==> config.mk <==
export PLATFORM = sky130hd
export DESIGN_NAME = shift_add_multiplier_flat
export DESIGN_NICKNAME = d
export VERILOG_FILES = /design/src/rtl/shift_add_multiplier_pkg.sv /design/src/rtl/shift_add_multiplier_if.sv /design/src/rtl/shift_add_multiplier_adder.sv /design/src/rtl/shift_add_multiplier.sv /design/src/flat_wrapper.sv
export SDC_FILE = /design/constraint.sdc
export NUM_CORES = 1
export LEC_CHECK = 0
export CAP_MARGIN = 15
export CORE_MARGIN = 10
export CORE_UTILIZATION = 32
export CTS_BUF_LIST = sky130_fd_sc_hd__clkbuf_4
export DETAILED_ROUTE_END_ITERATION = 6
export PLACE_DENSITY = 0.53
export SYNTH_ARGS = -nofsm -noshare
export SYNTH_HDL_FRONTEND = slang
export SYNTH_SLANG_ARGS = --single-unit
==> constraint.sdc <==
create_clock -name i_clock -period 9.1 [get_ports i_clock]
set_input_delay 1.82 -clock i_clock [delete_from_list [all_inputs] [get_ports i_clock]]
set_output_delay 1.82 -clock i_clock [all_outputs]
set_load 0.1 [all_outputs]
==> src/rtl/shift_add_multiplier_pkg.sv <==
// Shared types and sizing helpers for the sequential shift-and-add multiplier.
package shift_add_multiplier_pkg;

    typedef enum logic [1:0] {
        ST_IDLE = 2'd0,
        ST_RUN  = 2'd1,
        ST_DONE = 2'd2
    } state_t;

    // Iteration counter must hold the value N itself, hence clog2(N+1).
    function automatic int unsigned count_width(input int unsigned n);
        return $clog2(n + 1);
    endfunction

endpackage

==> src/rtl/shift_add_multiplier_if.sv <==
// Start/finished handshake and operand/result bus of the shift-and-add multiplier.
interface shift_add_multiplier_if #(
    parameter int unsigned N = 8
);
    logic             i_start;
    logic [N-1:0]     i_multiplicand;
    logic [N-1:0]     i_multiplier;
    logic             o_busy;
    logic             o_finished;
    logic [2*N-1:0]   o_product;
    logic             o_overflow;

    modport master (
        output i_start, i_multiplicand, i_multiplier,
        input  o_busy, o_finished, o_product, o_overflow
    );

    modport slave (
        input  i_start, i_multiplicand, i_multiplier,
        output o_busy, o_finished, o_product, o_overflow
    );
endinterface

==> src/rtl/shift_add_multiplier_adder.sv <==
// N-bit ripple-carry adder with carry-out; mirror of the divider's subtractor.
module shift_add_multiplier_adder #(
    parameter int unsigned N = 8
) (
    input  logic [N-1:0] i_augend,
    input  logic [N-1:0] i_addend,
    output logic [N-1:0] o_sum,
    output logic         o_carry
);

    always_comb begin
        logic c;
        c     = 1'b0;
        o_sum = '0;
        for (int i = 0; i < int'(N); i++) begin
            o_sum[i] = i_augend[i] ^ i_addend[i] ^ c;
            c        = (i_augend[i] & i_addend[i]) | (c & (i_augend[i] ^ i_addend[i]));
        end
        o_carry = c;
    end

endmodule

==> src/rtl/shift_add_multiplier.sv <==
// Sequential unsigned multiplier: one multiplier bit per cycle, N cycles per product,
// result announced by a one-cycle finished pulse and held until the next accepted start.
module shift_add_multiplier
    import shift_add_multiplier_pkg::*;
#(
    parameter int unsigned N = 8
) (
    input  logic                  i_clock,
    input  logic                  i_reset,
    shift_add_multiplier_if.slave bus
);

    localparam int unsigned CW = count_width(N);

    state_t           state;
    state_t           state_next;
    logic [N-1:0]     mcand;
    logic [2*N-1:0]   acc;
    logic [CW-1:0]    count;
    logic             accept;

    logic [N-1:0]     addend;
    logic [N-1:0]     sum;
    logic             carry;

    assign addend = acc[0] ? mcand : '0;

    shift_add_multiplier_adder #(.N(N)) u_adder (
        .i_augend (acc[2*N-1:N]),
        .i_addend (addend),
        .o_sum    (sum),
        .o_carry  (carry)
    );

    // State register
    always_ff @(posedge i_clock) begin
        if (i_reset) begin
            state <= ST_IDLE;
        end else begin
            state <= state_next;
        end
    end

    // Next-state logic; starts are only taken when not iterating
    always_comb begin
        state_next = state;
        accept     = 1'b0;
        case (state)
            ST_IDLE: begin
                accept = bus.i_start;
                if (bus.i_start) state_next = ST_RUN;
            end
            ST_RUN: begin
                if (count == CW'(1)) state_next = ST_DONE;
            end
            ST_DONE: begin
                accept     = bus.i_start;
                state_next = bus.i_start ? ST_RUN : ST_IDLE;
            end
            default: state_next = ST_IDLE;
        endcase
    end

    // Datapath: load on accept, then add-and-shift right with the carry kept in the top bit
    always_ff @(posedge i_clock) begin
        if (i_reset) begin
            mcand <= '0;
            acc   <= '0;
            count <= '0;
        end else if (accept) begin
            mcand <= bus.i_multiplicand;
            acc   <= {N'(0), bus.i_multiplier};
            count <= CW'(N);
        end else if (state == ST_RUN) begin
            acc   <= {carry, sum, acc[N-1:1]};
            count <= count - CW'(1);
        end
    end

    assign bus.o_busy     = (state == ST_RUN);
    assign bus.o_finished = (state == ST_DONE);
    assign bus.o_product  = acc;
    assign bus.o_overflow = |acc[2*N-1:N];

endmodule

==> src/flat_wrapper.sv <==
// flat-port wrapper written by rule: the top's interface ports become plain ports
module shift_add_multiplier_flat import shift_add_multiplier_pkg::*;
#(
    parameter int unsigned N = 8
)
  (i_clock, i_reset, bus_i_start, bus_i_multiplicand, bus_i_multiplier, bus_o_busy, bus_o_finished, bus_o_product, bus_o_overflow);
  shift_add_multiplier_if #(.N(N)) bus_i ();
  input  logic i_clock;
  input  logic i_reset;
  input wire logic [$bits(bus_i.i_start)-1:0] bus_i_start;
  input wire logic [$bits(bus_i.i_multiplicand)-1:0] bus_i_multiplicand;
  input wire logic [$bits(bus_i.i_multiplier)-1:0] bus_i_multiplier;
  output wire logic [$bits(bus_i.o_busy)-1:0] bus_o_busy;
  output wire logic [$bits(bus_i.o_finished)-1:0] bus_o_finished;
  output wire logic [$bits(bus_i.o_product)-1:0] bus_o_product;
  output wire logic [$bits(bus_i.o_overflow)-1:0] bus_o_overflow;
  assign bus_i.i_start = bus_i_start;
  assign bus_i.i_multiplicand = bus_i_multiplicand;
  assign bus_i.i_multiplier = bus_i_multiplier;
  assign bus_o_busy = bus_i.o_busy;
  assign bus_o_finished = bus_i.o_finished;
  assign bus_o_product = bus_i.o_product;
  assign bus_o_overflow = bus_i.o_overflow;
  shift_add_multiplier #(.N(N)) u_core (.i_clock(i_clock), .i_reset(i_reset), .bus(bus_i));
endmodule
==> metrics.txt <==
Avg Cell Area, Syn=8.50 sq um; RR Endpoint=u_core.bus.o_product[14]; diode count=0; post-layout min period=around 4.7 ns; Die Ht=86 microns; Yosys Warn Count=0; core footprint=a little over 4000 sq um; Reg clk slew, reported paths=about 0.090 ns; Worst R2R Start=u_core.bus.o_product[0]; iteration-0 DRC count of the detailed router=69; TritonCTS clock tree=built; Hold Path Depth=2; hold_sp=u_core.mcand[0]; final WL=around 3.5 mm; Setup WS post-layout=between 4 and 5 ns; Final setup viols=0; Max VDD drop=about 0.000062 V; worst-path cell chain=nand2b_1 > inv_2 > clkdlybuf4s50_1; measured slew at the worst slew-check pin=0.989 ns; Routed Antenna Nets=0; max-slew violation count=0; RSZ-0062 raised after global routing=false; CP arrival=approximately 2.8 ns; Synth Register Bits=30; total number of vias=about 1.2k; vias in the first global route=between 1k and 1.5k; die area=roughly 7400 sq um; crit path kind=flip-flop to output port; Final TNS setup=0 ns; Synth Cell Area=roughly 1400 sq um; Cell variety after synth=26; Worst Reg-to-Reg Cells=13; share of cells above drive strength 1=0.0455; cell count after synthesis=between 150 and 200; Final Net Count=around 230; starting density of the core=0.339; drt drc=0; Layout area overhead=30.7%; placed cell area=approximately 1800 sq um; Horiz. Die Dim=roughly 86 microns; Top-Level Pins=38; CP max stage cell=clkdlybuf4s50_1; most frequent cells in the layout=nand2_1, clkdlybuf4s50_1, dfxtp_1; Fmax=roughly 210 MHz; Synthesized Nets=around 190; first-pass GRT wire length=5.79 mm; # rows=23; CTS-repair resized insts=0; Max-Cap Viols=0; Bufs and invs on worst path=2; crit end category=output port; DR pass1 iterations=4; HPWL after DPL=2.61 mm; hold worst-path end=u_core.mcand[0]; Hold-fix buffers, CTS=0; Tcrit/Tclk final=0.512; pre-CTS setup slack=around 4.8 ns; antenna violations before repair=0; hold_ws=approximately 0.45 ns; IO Port Bufs=37; worst-path fanout max=24; CTS Buffer Depth=2; CTS buffer count=5; outcome=finished clean; clk_lat worst skew=approximately 0.32 ns; Final GP Congestion=about 0.74; routed len/inst=14.0 microns; relative slew slack=0.339; setup bufs post-CTS=0; sequential element share of the synthesized area=0.431; Root Driver=clkbuf_4; final instance area=around 1800 sq um; Tot GR Track Use=0.0978; Leak=0.679 nW; type of the tightest min-delay check=flip-flop to flip-flop; most common cell after layout, fill and taps aside=nand2_1; H-Tree Depth=2; vias per std cell=4.84; required time of the critical path=about 7.3 ns; Fin. Hold Viols=0; Max stage delay on crit path=roughly 1.2 ns; grt total ovfl=0; PwrDens=between 150 and 200 nW/um^2; largest net degree at the start of global routing=25; skew final=0.00330 ns; Setup crit start kind=flip-flop; cell family with most CP delay=buffers and inverters; clock sinks=30; r2r setup slk=between 5 and 6 ns
[how the worst max path moves through the flow]
stage / startpoint / end / depth (start not counted)
final: u_core.state[0] / bus_o_busy / 3
after global routing: u_core.state[0] / bus_o_busy / 3
after detailed placement: u_core.state[0] / bus_o_busy / 3
after CTS: u_core.state[0] / bus_o_busy / 3
after global placement: u_core.state[0] / bus_o_busy / 3
after floorplan: u_core.bus.o_product[0] / u_core.bus.o_product[14] / 13
[area by class of cell]
class	instances	area, sq um
clock buffers	7	52.6
fillers	410	2290
inverters	8	30.0
multi-input cells	116	706
flip-flops and latches	30	601
well taps	50	62.6
repair buffers	37	370
[cell usage after synthesis]
master | instances | area [sq um]
clkbuf_1 | 3 | 11.3
buf_1 | 1 | 3.75
o22ai_1 | 3 | 18.8
a31oi_1 | 1 | 6.26
a21oi_1 | 15 | 75.1
or3b_2 | 1 | 8.76
nor4_1 | 2 | 12.5
xor2_1 | 1 | 8.76
a211oi_1 | 4 | 30.0
ha_1 | 3 | 37.5
inv_2 | 1 | 3.75
nand2b_1 | 3 | 18.8
buf_6 | 2 | 22.5
nand3b_1 | 1 | 7.51
nor3_1 | 7 | 35.0
fa_1 | 7 | 140
a311oi_1 | 5 | 43.8
dfxtp_1 | 30 | 601
o21ai_0 | 1 | 5.00
and2_1 | 6 | 37.5
buf_2 | 4 | 20.0
nor2_1 | 11 | 41.3
inv_1 | 7 | 26.3
or3_1 | 2 | 12.5
nor2b_1 | 2 | 12.5
nand2_1 | 41 | 154
[metrics by stage]
stage | total power [W] | instances | util
3_3_place_gp | 0.000242 | 241 | 0.430
5_1_grt | 0.000333 | 248 | 0.443
2_1_floorplan | 0.000218 | 164 | -
4_1_cts | 0.000321 | 248 | 0.443
3_5_place_dp | 0.000243 | 241 | 0.430
6_report | 0.000316 | 248 | 0.443
[flip-flops by register name (all words and copies together) (netlist names)]
| register | count |
|---|---|
| u_core.bus.o_product | 16 |
| u_core.mcand | 8 |
| u_core.count | 4 |
| u_core.state | 2 |
[layer usage]
layer / track usage / wire (microns)
met1: 0.113 / 1580
met5: 0 / 0
met3: 0.0341 / 150
met2: 0.158 / 1690
met4: 0.0449 / 59
[logic make-up after synthesis]
kind of cell               share of synthesized area
AOI/OAI and AO/OA                              0.128
xor gates and xnor gates                     0.00628
adders and majority gates                      0.127
buffers and inverters                         0.0628
DFF                                            0.431
and+or+nand+nor                                0.244
[worst reg2reg max path, delay by kind of cell, from the launching register on]
family | cells | cell delay (ns)
flip-flops | 1 | 0.40
buffers and inverters | 3 | 0.18
AND/OR/NAND/NOR | 1 | 0.20
AO/OA/AOI/OAI | 1 | 0.19
adder cells (fa/ha/maj) | 8 | 2.69
[where the power goes]
part / internal, W / switching [W]
clock: 0.0000350 / 0.0000423
sequential: 0.000140 / 0.00000710
combinational: 0.0000263 / 0.0000654
total: 0.000201 / 0.000115
(Power assumes the default switching activity.)
